### src/rtl/regfile_param.sv
`default_nettype none
// ==========================================================================
// regfile_param: DATA_W x DEPTH register file with two forwarding read ports,
// a debug read port and a one-entry-per-cycle clear sequencer. Revision 1.0
// ==========================================================================
module regfile_param #(
  parameter int DATA_W   = 32,
  parameter int ADDR_W   = 5,
  parameter int DEPTH    = 2**ADDR_W,
  parameter bit ZERO_REG = 1'b1
) (
  input  logic              clk,
  input  logic              rst_n,
  input  logic              clear_req,
  output logic              busy,
  input  logic [ADDR_W-1:0] rs,
  input  logic [ADDR_W-1:0] rt,
  output logic [DATA_W-1:0] rsdata,
  output logic [DATA_W-1:0] rtdata,
  input  logic              regwrite,
  input  logic [ADDR_W-1:0] writeaddr,
  input  logic [DATA_W-1:0] writedata,
  input  logic [ADDR_W-1:0] index,
  output logic [DATA_W-1:0] number
);

  localparam logic [ADDR_W:0]   DEPTH_EXT = (ADDR_W+1)'(DEPTH);
  localparam logic [ADDR_W-1:0] LAST_PTR  = ADDR_W'(DEPTH - 1);

  typedef enum logic [0:0] {
    IDLE  = 1'b0,
    CLEAR = 1'b1
  } state_t;

  state_t            state, state_nxt;
  logic [ADDR_W-1:0] ptr, ptr_nxt;

  logic [DATA_W-1:0] mem [DEPTH];

  logic              wr_ok;
  logic              mem_we;
  logic [ADDR_W-1:0] mem_wa;
  logic [DATA_W-1:0] mem_wd;
  logic              rs_zero, rt_zero, idx_zero;

  function automatic logic in_range(input logic [ADDR_W-1:0] a);
    return {1'b0, a} < DEPTH_EXT;
  endfunction

  always_ff @(posedge clk or negedge rst_n) begin
    if (!rst_n) begin
      state <= CLEAR;
      ptr   <= '0;
    end else begin
      state <= state_nxt;
      ptr   <= ptr_nxt;
    end
  end

  // clear_req is only looked at in IDLE, so a request mid-clear cannot restart it
  always_comb begin
    state_nxt = state;
    ptr_nxt   = ptr;
    case (state)
      IDLE: begin
        if (clear_req) begin
          state_nxt = CLEAR;
          ptr_nxt   = '0;
        end
      end
      CLEAR: begin
        ptr_nxt = ptr + 1'b1;
        if (ptr == LAST_PTR) state_nxt = IDLE;
      end
      default: begin
        state_nxt = CLEAR;
        ptr_nxt   = '0;
      end
    endcase
  end

  assign busy  = (state == CLEAR);
  assign wr_ok = !busy && regwrite && in_range(writeaddr)
                 && !(ZERO_REG && (writeaddr == '0));

  // One shared write port keeps the array mappable to distributed RAM
  assign mem_we = busy || wr_ok;
  assign mem_wa = busy ? ptr : writeaddr;
  assign mem_wd = busy ? '0  : writedata;

  always_ff @(posedge clk) begin
    if (mem_we) mem[mem_wa] <= mem_wd;
  end

  assign rs_zero  = busy || !in_range(rs)    || (ZERO_REG && (rs    == '0));
  assign rt_zero  = busy || !in_range(rt)    || (ZERO_REG && (rt    == '0));
  assign idx_zero = busy || !in_range(index) || (ZERO_REG && (index == '0));

  assign rsdata = rs_zero  ? '0 : (wr_ok && (writeaddr == rs)) ? writedata : mem[rs];
  assign rtdata = rt_zero  ? '0 : (wr_ok && (writeaddr == rt)) ? writedata : mem[rt];
  assign number = idx_zero ? '0 : mem[index];

endmodule
`default_nettype wire

### config.mk
export PLATFORM = sky130hd
export DESIGN_NAME = regfile_param
export DESIGN_NICKNAME = d
export VERILOG_FILES = /design/src/rtl/regfile_param.sv
export SDC_FILE = /design/constraint.sdc
export NUM_CORES = 1
export LEC_CHECK = 0
export BUFFER_PORTS_ARGS = -buffer_cell sky130_fd_sc_hd__buf_2
export CORE_MARGIN = 2
export CORE_UTILIZATION = 25
export DETAILED_ROUTE_END_ITERATION = 10
export PLACE_DENSITY_LB_ADDON = 0.08
export SYNTH_ARGS = -nofsm -noshare
export SYNTH_HDL_FRONTEND = slang
export SYNTH_SLANG_ARGS = --single-unit
### constraint.sdc
create_clock -name clk -period 5.47 [get_ports clk]
set_clock_uncertainty 0.1 [all_clocks]
set_input_delay 1.094 -clock clk [delete_from_list [all_inputs] [get_ports clk]]
set_output_delay 1.094 -clock clk [all_outputs]
set_load 0.05 [all_outputs]
==> results.md, run 1 <==
- Wire length on met1: 103700 µm
- CP Launch Type: primary input
- WL final: 244400 µm
- Final worst slack: 0.4385 ns
- Wirelength per Cell: 37.56 µm
- Worst path bufs/invs: 3
- Run status: finished clean
- GP Congestion: 0.7821
- Vias in the first global route: 38456
- Leakage: 0.02241 µW
- Clk pin slew, worst setup/hold paths: 0.05 ns
- CP max FO: 40
- Period utilisation layout: 91.98%
- Slowest stage delay, CP: 0.58 ns
- Detailed Route Iter0 Violations: 3408
- Synth area leaders: edfxtp_1, mux4_2, mux2i_1
- Clock Power Share: 33.4%
- Crit path capture type: output port
- Top cell type by total area after synthesis: edfxtp_1
- H-tree Lvls: 4
- Highest Signal Layer: met5
- Required @ worst endpoint: 4.28 ns
- Clock sinks: 1030
- Total negative slack: 0 ns
- First-pass GRT wire length: 331700 µm
- Synth unique cells: 47
- Internal reg-to-reg setup slack: 1.45 ns
- Power share of the sequential group: 42.2%
- RSZ-0062 raised after global routing: false
- Reg area: 30900 µm²
- Multi-input gate area: 24780 µm²
- Post-CTS Setup Inserts: 0
- Total Routing Usage GR: 20.86%
- Gate power share: 24.3%
- Cell internal pwr: 16790 µW
- Synth Warn #: 0
- CTS resizes: 0
- Pin count of the biggest net entering global routing: 75
- Maximum root-to-sink buffer count: 3
- Met3 wire length: 12770 µm
- IO Pins: 153
- Worst slew pin tran: 1.300 ns
- Die area: 232200 µm²
- Power Density: 368.9 nW/µm²
- Fmax achieved: 198.8 MHz
- Final Critical Period: 5.031 ns
- Area Growth Syn to Fin: 18.35%
- Crit path arrival time: 3.84 ns
- Worst IR drop on VDD: 293.3 µV
- Hold Path Class: primary input to flip-flop
- Share of layout cells above drive strength 1: 37.74%
- # DRC: 0
- DP HPWL: 142600 µm
- Crit path cell chain: buf_8, nor2_4, buf_12, a221oi_1, a22oi_1, a21oi_1, a221o_1, buf_2
- Switching Fraction: 32.64%
- Die Wd: 481.9 µm
- Count of flip-flops with a built-in enable after synthesis: 1024
- Met2 WL: 119300 µm
- GR Overflow Total: 0
- Endpoints failing setup: 0
- FP Rows: 175
- Most frequent cells in the layout: edfxtp_1, mux4_2, mux2i_1
- Slowest CP cell: a21oi_1
- Antenna Nets Post-Route: 0
- Slew headroom: 13.06%
- Final Cell Area: 67580 µm²
- Synthesized area: 57100 µm²
- Syn Area/Cell: 17.95 µm²
- Final hold vios: 0
- Initial antenna violation count: 7
- Leading cell type in the layout, fill and taps excluded: edfxtp_1
- Synthesis-stage register bit count: 1030
- Die height: 481.9 µm
- Syn Inst Count: 3181
- Setup CP Type: primary input to output port
- Pwr Total: 24930 µW
- Syn nets: 3239
- CP delay by family, top: compound AO/OA/AOI/OAI gates
- Num CTS Buffers: 130
- Max-cap viol count: 0
- PortBufs: 152
- Most used DFF post-synth: edfxtp_1
- Final #Nets: 3457
- Core footprint: 227300 µm²
- DR vias/cell: 5.605
- Post-synth top area share: 53.85%
- 1st-pass router iterations: 5
- CTS tree: built
- Final Util: 29.73%
- Post-DP Area: 63560 µm²
- Clock Latency Late Sink: 0.78 ns
- Starting Density: 25.12%
- CTS root buf: clkbuf_16
- Total number of vias: 36465
- Net Sw Power: 8136 µW
- Final Max Slew Viols: 0
- Seq/Total Area, Yosys: 54.12%
- Post-synth ARST share: 0.5825%
- Filler cells: 22173
- Setup WS pre-CTS: 0.4599 ns
-- state kept, by name, summed over array words and instances, names as in the netlist --
register  cells
busy          1
mem        1024
ptr           5
-- per-stage QoR --
step / cells / hold WS (ns)
2_1_floorplan: 3181 / 0.4462
3_3_place_gp: 6275 / 0.5216
3_5_place_dp: 6275 / 0.5521
4_1_cts: 6504 / 0.3903
5_1_grt: 6505 / 0.4245
6_report: 6506 / 0.4566
-- cell type report --
cell class | count | area share, %
Tap cell | 3009 | 5.571
Sequential cell | 1030 | 45.73
Clock inverter | 71 | 0.9609
Timing Repair Buffer | 390 | 5.712
Antenna cell | 2 | 0.007406
Multi-Input combinational cell | 1777 | 36.66
Inverter | 70 | 0.3888
Clock buffer | 157 | 4.964
-- layer usage --
metal	track usage, %	up-vias
met4	7.027	2
met5	0	-
met1	27.50	20178
met2	34.91	1446
met3	3.292	382
li1	-	14457
-- cells in the mapped netlist (2+ instances only) --
cell type,instances
buf_6,13
or3_1,2
a211oi_1,96
buf_2,104
o21bai_1,64
a221o_1,32
edfxtp_1,1024
buf_1,19
xnor2_1,12
mux4_2,704
a21oi_1,97
inv_1,70
o22ai_1,32
nor2_1,38
nor4_1,3
ha_1,2
dfrtp_1,5
clkbuf_1,129
dlygate4sd1_1,2
buf_4,37
a211o_1,32
nor3_1,3
o21ai_0,3
nand2_1,20
nor2b_1,98
o31ai_1,4
a31oi_1,2
mux2i_1,321
nand3_1,5
a221oi_1,128
a22oi_1,64
-- power groups by stage --
stage / sequential, µW / combinational [µW] / clock (µW)
after floorplan: 10500 / 3280 / 0
after global placement: 10600 / 6110 / 0
after detailed placement: 10700 / 6140 / 0
after CTS: 10500 / 6160 / 8540
after global routing: 10600 / 6320 / 8830
final: 10500 / 6070 / 8330
-- timing repair --
item,4_1_cts,5_1_grt
hold endpoints to repair,5,0
hold buffers,1,0
setup endpoints to repair,0,0
-- worst register-to-register path, stage by stage, from the launching register on --
cell	delay (ns)
dfstp_4	0.74
buf_4	0.62
a31oi_2	0.70
nor2_4	1.03
buf_12	0.41
-- path summary, 6_finish.rpt --
kind                            startpoint          end  depth (start not counted)
worst min-delay path             clear_req       ptr[1]                          2
worst min register to register      ptr[4]       ptr[4]                          2
worst max register to register        busy  mem[17][14]                          4
min in group asynchronous            rst_n       ptr[4]                          2
worst max-delay path                 rs[1]   rsdata[27]                          8
max in group asynchronous            rst_n         busy                          2
-- logic make-up after synthesis --
kind of cell,Yosys count,share of synthesized area [%]
fa+ha+maj,2,0.04382
flops,1030,54.12
buf+inv,374,3.118
compound gates,564,7.498
xor+xnor,12,0.1841
simple gates,173,1.626
mux,1026,33.41
No activity file was read; power rests on OpenSTA's default activity.
==> run 2, diff against run 1 <==
Settings changed: CORE_ASPECT_RATIO set to 1.5.
==> results.md, run 2 (synthesized netlist as in run 1, its figures left out) <==
- Run status: finished clean
- Core footprint: 226800 µm²
- Crit path from: writeaddr[0]
- Starting Density: 25.18%
- Maximum root-to-sink buffer count: 3
- Num CTS Buffers: 117
- Filler cells: 22202
- Setup CP Type: primary input to output port
- CP Launch Type: primary input
- Min Hold Slack: 0.4866 ns
- Max-cap viol count: 0
- Clock Latency Late Sink: 0.76 ns
- GP Congestion: 0.8009
- Crit path arrival time: 4.00 ns
- R2R Path End: mem[8][18]
- Post-DP Area: 63560 µm²
- Final Cell Area: 67360 µm²
- Detailed Route Iter0 Violations: 3923
- CTS tree: built
- Pin count of the biggest net entering global routing: 70
- Required @ worst endpoint: 4.28 ns
- Final Max Slew Viols: 0
- Die height: 589.3 µm
- CP max FO: 17
- CP endpoint: rsdata[15]
- Most frequent cells in the layout: edfxtp_1, mux4_2, mux2i_1
- Antenna Nets Post-Route: 0
- Die area: 232300 µm²
- Wirelength per Cell: 38.80 µm
- Internal reg-to-reg setup slack: 1.50 ns
- 1st-pass router iterations: 5
- Slowest stage delay, CP: 0.60 ns
- PortBufs: 152
- Crit path cell chain: buf_2, or2_1, o41ai_4, nor3_1, a2111oi_4, buf_4, a221o_1, buf_2
- Post-CTS Setup Inserts: 0
- Setup WS pre-CTS: 0.2800 ns
- Crit path capture type: output port
- Total Routing Usage GR: 21.39%
- Slowest CP cell: o41ai_4
- Worst reg-to-reg path cell count: 5
- First-pass GRT wire length: 343200 µm
- Share of layout cells above drive strength 1: 38.02%
- Total number of vias: 36889
- H-tree Lvls: 3
- Leading cell type in the layout, fill and taps excluded: edfxtp_1
- WL final: 252900 µm
- Final worst slack: 0.2720 ns
- Vias in the first global route: 38645
- Clk pin slew, worst setup/hold paths: 0.07 ns
- CTS root buf: clkbuf_16
- Fmax achieved: 192.4 MHz
- Final hold vios: 0
- Largest register FFs: 1024
- Power Density: 366.6 nW/µm²
- Leakage: 0.02235 µW
- # DRC: 0
- Total negative slack: 0 ns
- DR vias/cell: 5.659
- Area Growth Syn to Fin: 17.97%
- Final Critical Period: 5.198 ns
- IO Pins: 153
- CP delay by family, top: compound AO/OA/AOI/OAI gates
- Initial antenna violation count: 14
- Top cell by count, worst path: buf_2
- Hold path startpoint: clear_req
- FP Rows: 214
- Clock sinks: 1030
- Final #Nets: 3453
- Worst reg2reg startpoint: busy
- Worst IR drop on VDD: 262.3 µV
- GR Overflow Total: 0
- Pwr Total: 24690 µW
- RSZ-0062 raised after global routing: false
- Die Wd: 394.2 µm
- Worst slew pin tran: 1.211 ns
- Endpoints failing setup: 0
- DP HPWL: 151600 µm
- Most flops, register: mem
- Period utilisation layout: 95.03%
- Hold Path Class: primary input to flip-flop
- WP depth: 8
- Slew headroom: 18.90%
- Worst path bufs/invs: 3
## run 2: cell types whose count changed in the layout (fill, tap and decap cells not counted), sizes merged, moves of 3 or more
cell | previous run | this run
clkbuf | 159 | 146
buf | 387 | 396
bufinv | 6 | 14
clkinv | 54 | 49
diode | 2 | 5
## run 2: where the power goes
| part | switching [µW] | internal (µW) | leakage, µW |
|---|---|---|---|
| Clock | 3410 | 4620 | 0.00186 |
| Sequential | 578 | 9980 | 0.00957 |
| Combinational | 3980 | 2130 | 0.0109 |
| Total | 7970 | 16700 | 0.0224 |
## run 2: layout make-up
class | count | area (µm²) | area share, %
clock inverter | 70 | 713.2 | 1.059
clock buffer | 144 | 3072 | 4.560
tap | 3024 | 3784 | 5.617
antenna | 5 | 12.51 | 0.01857
sequential | 1030 | 30900 | 45.88
timing repair buffer | 399 | 3830 | 5.685
multi-input combinational | 1777 | 24790 | 36.79
inverter | 70 | 262.8 | 0.3900
## run 2: what timing repair did
item | in CTS | in global routing
endpoints found under the hold margin | 4 | 0
gates resized for setup | 0 | 0
hold buffers | 1 | 0
## run 2: through the flow
| stage | utilization, % | instances |
|---|---|---|
| 6_report | 29.70 | 6519 |
| 5_1_grt | 29.70 | 6515 |
| 4_1_cts | 29.70 | 6514 |
| 3_5_place_dp | 28.02 | 6299 |
| 3_3_place_gp | 28.02 | 6299 |
| 2_1_floorplan | - | 3181 |
## run 2: how the worst min path moves through the flow
stage / to / slack, ns / depth (start not counted)
after floorplan: ptr[0] / 0.45 / 1
after global placement: ptr[4] / 0.54 / 2
after detailed placement: ptr[4] / 0.55 / 2
after CTS: ptr[3] / 0.42 / 2
after global routing: ptr[3] / 0.45 / 2
final: ptr[3] / 0.49 / 2
## run 2: metal layers
| metal | share of wire (%) | GRT usage (%) | wire length [µm] | up-vias |
|---|---|---|---|---|
| met2 | 48 | 35.39 | 121500 | 1707 |
| met5 | 0.013 | 0 | 34 | - |
| met4 | 3.6 | 7.207 | 9103 | 6 |
| met1 | 42 | 28.67 | 106800 | 20401 |
| met3 | 6.1 | 3.157 | 15460 | 355 |
| li1 | - | - | - | 14420 |
